**src/rtl/sym_lut_seq.sv**
```systemverilog
// sym_lut_seq: fetches one 8-column symbol (real row, imaginary row) from an external
// LUT and streams it out under valid/ready. Define SYM_LUT_SEQ_CONJ_EN to honour conj.
module sym_lut_seq #(
  parameter int WIDTH = 16,
  parameter int COLL  = 8,
  parameter int ROW_W = 6
) (
  input  logic             clk,
  input  logic             rst,
  input  logic             start,
  input  logic [3:0]       sym,
  input  logic             conj,
  output logic             busy,
  output logic             done,
  output logic [ROW_W-1:0] lut_row,
  output logic [2:0]       lut_col,
  input  logic [WIDTH-1:0] lut_data,
  output logic             out_valid,
  input  logic             out_ready,
  output logic [WIDTH-1:0] out_re,
  output logic [WIDTH-1:0] out_im,
  output logic [2:0]       out_col,
  output logic             out_last
);

  typedef enum logic [2:0] {
    IDLE     = 3'd0,
    FETCH_RE = 3'd1,
    FETCH_IM = 3'd2,
    CAP      = 3'd3,
    PRESENT  = 3'd4,
    DONE     = 3'd5
  } state_t;

  localparam logic [2:0] LAST_COL = 3'(COLL - 32'sd1);

  state_t             state_r;
  state_t             state_nxt_s;
  logic [3:0]         sym_r;
  logic               conj_r;
  logic [2:0]         col_r;
  logic [WIDTH-1:0]   out_re_r;
  logic [WIDTH-1:0]   out_im_r;
  logic [2:0]         out_col_r;
  logic [WIDTH-1:0]   im_cap_s;
  logic [ROW_W-1:0]   row_base_s;

  // Symbol s occupies rows 3+2s (real) and 4+2s (imaginary)
  assign row_base_s = ROW_W'({sym_r, 1'b0});

  // State register
  always_ff @(posedge clk) begin
    if (!rst) begin
      state_r <= IDLE;
    end else begin
      state_r <= state_nxt_s;
    end
  end

  // Next-state logic
  always_comb begin
    state_nxt_s = state_r;
    case (state_r)
      IDLE: begin
        if (start) state_nxt_s = FETCH_RE;
        else       state_nxt_s = IDLE;
      end
      FETCH_RE: state_nxt_s = FETCH_IM;
      FETCH_IM: state_nxt_s = CAP;
      CAP:      state_nxt_s = PRESENT;
      PRESENT: begin
        if (out_ready) begin
          if (col_r == LAST_COL) state_nxt_s = DONE;
          else                   state_nxt_s = FETCH_RE;
        end else begin
          state_nxt_s = PRESENT;
        end
      end
      DONE:     state_nxt_s = IDLE;
      default:  state_nxt_s = IDLE;
    endcase
  end

  // LUT address drive; read data lands one cycle after the address
  always_comb begin
    lut_row = {ROW_W{1'b0}};
    lut_col = 3'd0;
    case (state_r)
      FETCH_RE: begin
        lut_row = row_base_s + ROW_W'(3'd3);
        lut_col = col_r;
      end
      FETCH_IM: begin
        lut_row = row_base_s + ROW_W'(3'd4);
        lut_col = col_r;
      end
      default: begin
        lut_row = {ROW_W{1'b0}};
        lut_col = 3'd0;
      end
    endcase
  end

`ifdef SYM_LUT_SEQ_CONJ_EN
  // Imaginary capture value, negated (wrapping) for a conjugate readout
  always_comb begin
    im_cap_s = lut_data;
    if (conj_r) im_cap_s = {WIDTH{1'b0}} - lut_data;
    else        im_cap_s = lut_data;
  end
`else
  logic unused_conj_s;
  assign unused_conj_s = conj_r;

  // Imaginary capture value passes straight through
  always_comb begin
    im_cap_s = lut_data;
  end
`endif

  // Request latch, column counter and sample capture
  always_ff @(posedge clk) begin
    if (!rst) begin
      sym_r     <= 4'd0;
      conj_r    <= 1'b0;
      col_r     <= 3'd0;
      out_re_r  <= {WIDTH{1'b0}};
      out_im_r  <= {WIDTH{1'b0}};
      out_col_r <= 3'd0;
    end else begin
      case (state_r)
        IDLE: begin
          if (start) begin
            sym_r  <= sym;
            conj_r <= conj;
            col_r  <= 3'd0;
          end
        end
        FETCH_IM: out_re_r <= lut_data;
        CAP: begin
          out_im_r  <= im_cap_s;
          out_col_r <= col_r;
        end
        PRESENT: begin
          if (out_ready && (col_r != LAST_COL)) col_r <= col_r + 3'd1;
        end
        default: ;
      endcase
    end
  end

  assign busy      = (state_r != IDLE);
  assign done      = (state_r == DONE);
  assign out_valid = (state_r == PRESENT);
  assign out_last  = (state_r == PRESENT) && (out_col_r == LAST_COL);
  assign out_re    = out_re_r;
  assign out_im    = out_im_r;
  assign out_col   = out_col_r;

endmodule

```
**config.mk**
```make
export PLATFORM = sky130hd
export DESIGN_NAME = sym_lut_seq
export DESIGN_NICKNAME = d
export VERILOG_FILES = /design/src/rtl/sym_lut_seq.sv
export SDC_FILE = /design/constraint.sdc
export NUM_CORES = 1
export LEC_CHECK = 0
export ABC_AREA = 1
export BUFFER_PORTS_ARGS = -buffer_cell sky130_fd_sc_hd__buf_2
export CAP_MARGIN = 20
export CORE_MARGIN = 2
export CORE_UTILIZATION = 45
export DETAILED_ROUTE_END_ITERATION = 8
export GPL_TIMING_DRIVEN = 0
export PLACE_DENSITY = 0.74
export SLEW_MARGIN = 30
export SYNTH_ARGS = -nofsm -noshare
export SYNTH_HDL_FRONTEND = slang
export SYNTH_SLANG_ARGS = --single-unit
```
**constraint.sdc**
```tcl
create_clock -name clk -period 1.4 [get_ports clk]
set_input_delay 0.28 -clock clk [delete_from_list [all_inputs] [get_ports clk]]
set_output_delay 0.28 -clock clk [all_outputs]
set_load 0.02 [all_outputs]
```
==> impl_metrics.env <==
export IMPL_status="finished with violations"
export IMPL_violations="negative setup slack"
export IMPL_setup_viol=13
export IMPL_layout_drive_gt1_share=0.434
export IMPL_setup_tns_ns=-1.95
export IMPL_core_area_sq_um=4030
export IMPL_cts_buffer_depth=2
export IMPL_ys_top_cells_by_area="dfxtp_1 47%, nor2_1 9.5%, o21ai_1 8.2%, inv_1 5.3%, a21oi_2 4.6%"
export IMPL_grt_max_degree=16
export IMPL_setup_ws_ns=-0.255
export IMPL_max_slew_margin_rel=0.682
export IMPL_antenna_found_initial=0
export IMPL_first_iter_violations=125
export IMPL_startpoint_type="flop"
export IMPL_root_buffer="clkbuf_8"
export IMPL_max_vdd_ir_drop_mv=0.819
export IMPL_ios=73
export IMPL_ys_ff_latch=45
export IMPL_ant_nets=0
export IMPL_finalHoldViolCount=0
export IMPL_cp_top_family="simple AND/OR/NAND/NOR gates"
export IMPL_top_usage_layer="met2"
export IMPL_antenna_cells=0
export IMPL_clock_latency_ns=0.30
export IMPL_synthDistinctLibCells=23
export IMPL_cellLeakagePower_nw=1.28
export IMPL_holdPathStages=3
export IMPL_nets=371
export IMPL_arrival_ns=1.38
export IMPL_port_buffers=71
export IMPL_avgViaCountPerCell=4.87
export IMPL_worstPathMaxFanout=4
export IMPL_max_freq_mhz=604
export IMPL_cts_sinks=45
export IMPL_cp_num_buf_inv=2
export IMPL_ys_seq_area_frac=0.474
export IMPL_worstMarginPinSlew_ns=0.477
export IMPL_grt_use_met1=0.267
export IMPL_place_congestion=0.748
export IMPL_cts_htree_levels=2
export IMPL_syn_nets=274
export IMPL_rsz0062_at_grt="true"
export IMPL_die_w_um=69.0
export IMPL_vias=1914
export IMPL_yosysTopAreaCell="dfxtp_1"
export IMPL_syn_area_sq_um=1900
export IMPL_met2_usage=0.324
export IMPL_die_area_sq_um=4760
export IMPL_critPathMaxStageDelay_ns=0.37
export IMPL_slowest_stage="dfxtp_4"
export IMPL_cp_end_kind="primary output"
export IMPL_worst_ep_required_time_ns=1.12
export IMPL_slew_viol_final=0
export IMPL_wl_um=5250
export IMPL_firstDrtPassIters=4
export IMPL_period_minus_slack_ns=1.66
export IMPL_synth_top_area_share=0.474
export IMPL_synth_warnings=0
export IMPL_p_per_area_nw_per_um2=1160
export IMPL_route_detailed_drc=0
export IMPL_finClkSkew_ns=0.00569
export IMPL_grt_pass1_wl_um=7960
export IMPL_synthCells=245
export IMPL_fin_crit_sh=1.18
export IMPL_drv_cap=0
export IMPL_clkTransAtPathRegs_ns=0.09
export IMPL_whs_ns=0.226
export IMPL_cts_buffers=5
export IMPL_worstSetupPathDepth=6
export IMPL_die_h_um=69.0
export IMPL_hold_path_class="in -> reg"
export IMPL_grt_pass1_vias=1756
export IMPL_crit_type="reg -> out"
export IMPL_num_rows=23
export IMPL_area_delta_synth_final_pct=45.9
export IMPL_met3_usage=0.0643
export IMPL_synth_area_per_cell_sq_um=7.76
export IMPL_dp_hpwl_um=3270
export IMPL_grt_util_all_layers=0.206
export IMPL_cts_tree="built"
export IMPL_initial_core_util=0.472
export IMPL_utilization=0.689
export IMPL_power_mw=3.22
export IMPL_crit_chain="nor3_4 -> inv_2 -> nand2_4 -> nand2_1 -> nor2_2 -> buf_6"
export IMPL_r2r_cells=9
export IMPL_grt_overflow_total=0
export IMPL_wl_per_cell_um=13.4
-- per-stage QoR --
step                instances  instance area [sq um]  worst slack, ns
floorplan                 245                   1930          -0.0625
CTS                       387                   2640           -0.265
global placement          366                   2340           -0.228
detailed placement        366                   2340           -0.233
finish                    393                   2770           -0.255
global route              393                   2770           -0.342
-- logic make-up (layout without fill, tap and decap cells) --
| logic type | Yosys count | count (layout) | synth area share |
|---|---|---|---|
| compound gates | 68 | 68 | 0.200 |
| fa+ha+maj | 4 | 4 | 0.0263 |
| flops | 45 | 45 | 0.474 |
| buf+inv | 45 | 143 | 0.103 |
| simple gates | 82 | 82 | 0.192 |
| xor+xnor | 1 | 1 | 0.00461 |
-- placed cells by master, fill, tap and decap left out --
master and instances:
o21ai_1 31, clkinv_2 1, inv_4 4, nand3_1 5, dfxtp_4 3, buf_2 61
nor3_2 1, inv_2 3, clkbuf_1 4, nand3_2 1, nor2_1 42, nor2_2 2
nand2_2 3, nand2_4 2, clkbuf_8 5, nand2_1 13, o21ai_0 8, nor3_4 1
o22ai_1 2, dfxtp_2 3, nor2_4 5, nand3_4 4, inv_6 1, dfxtp_1 39
a21oi_2 12, buf_4 20, buf_6 17, xnor2_1 1, a21oi_1 15, ha_1 4
nand4_1 3, inv_1 27
-- where the power goes --
group	total, mW	switching (mW)	internal [mW]
clock network	0.812	0.457	0.356
registers	1.46	0.0712	1.39
logic	0.944	0.549	0.394
total	3.22	1.08	2.14
-- what timing repair did --
item | in CTS | in global routing
pin swaps | 3 | 7
gates cloned | 0 | 1
buffers inserted | 13 | 5
resized for setup | 35 | 25
hold buffers | 0 | 0
endpoints found under the setup margin | 13 | 17
-- worst min-delay path: cells and delay by family --
family	cells	cell delay, ns
buffers and inverters	1	0.09
AND/OR/NAND/NOR	1	0.07
AO/OA/AOI/OAI	1	0.06
-- final cells by class --
| class | instances | area, sq um |
|---|---|---|
| fill | 350 | 1250 |
| sequential | 45 | 916 |
| multi-input combinational | 155 | 913 |
| timing repair buffer | 90 | 573 |
| inverter | 33 | 131 |
| buffer | 12 | 88.8 |
| clock buffer | 5 | 68.8 |
| tap | 50 | 62.6 |
| clock inverter | 3 | 20.0 |
-- flip-flops by register name, indices dropped and copies added, names as in the netlist --
register	flops
out_im	16
col_r	3
state_r	3
out_col	3
out_re	16
sym_r	4
-- final timing paths --
| path | from | endpoint | slack (ns) |
|---|---|---|---|
| worst max register to register | state_r[0] | state_r[0] | 0 |
| worst min register to register | out_re[3] | out_re[3] | 0.45 |
| worst min-delay path | lut_data[9] | out_im[9] | 0.23 |
| worst max-delay path | state_r[2] | lut_row[4] | -0.26 |
-- metal layers --
layer / up-vias / wire length (um)
met5: - / 0
met4: 0 / 82
met3: 11 / 314
met2: 59 / 2510
met1: 859 / 2340
li1: 985 / -
-- cells in the mapped netlist (all sizes together) --
library cell  number
a21oi             27
inv               33
nand2             18
ha                 4
o21ai             39
o22ai              2
clkbuf             4
buf                8
nand4              3
xnor2              1
nor3               2
dfxtp             45
nor2              49
nand3             10
Note: power is estimated with default switching activity, not from simulation.
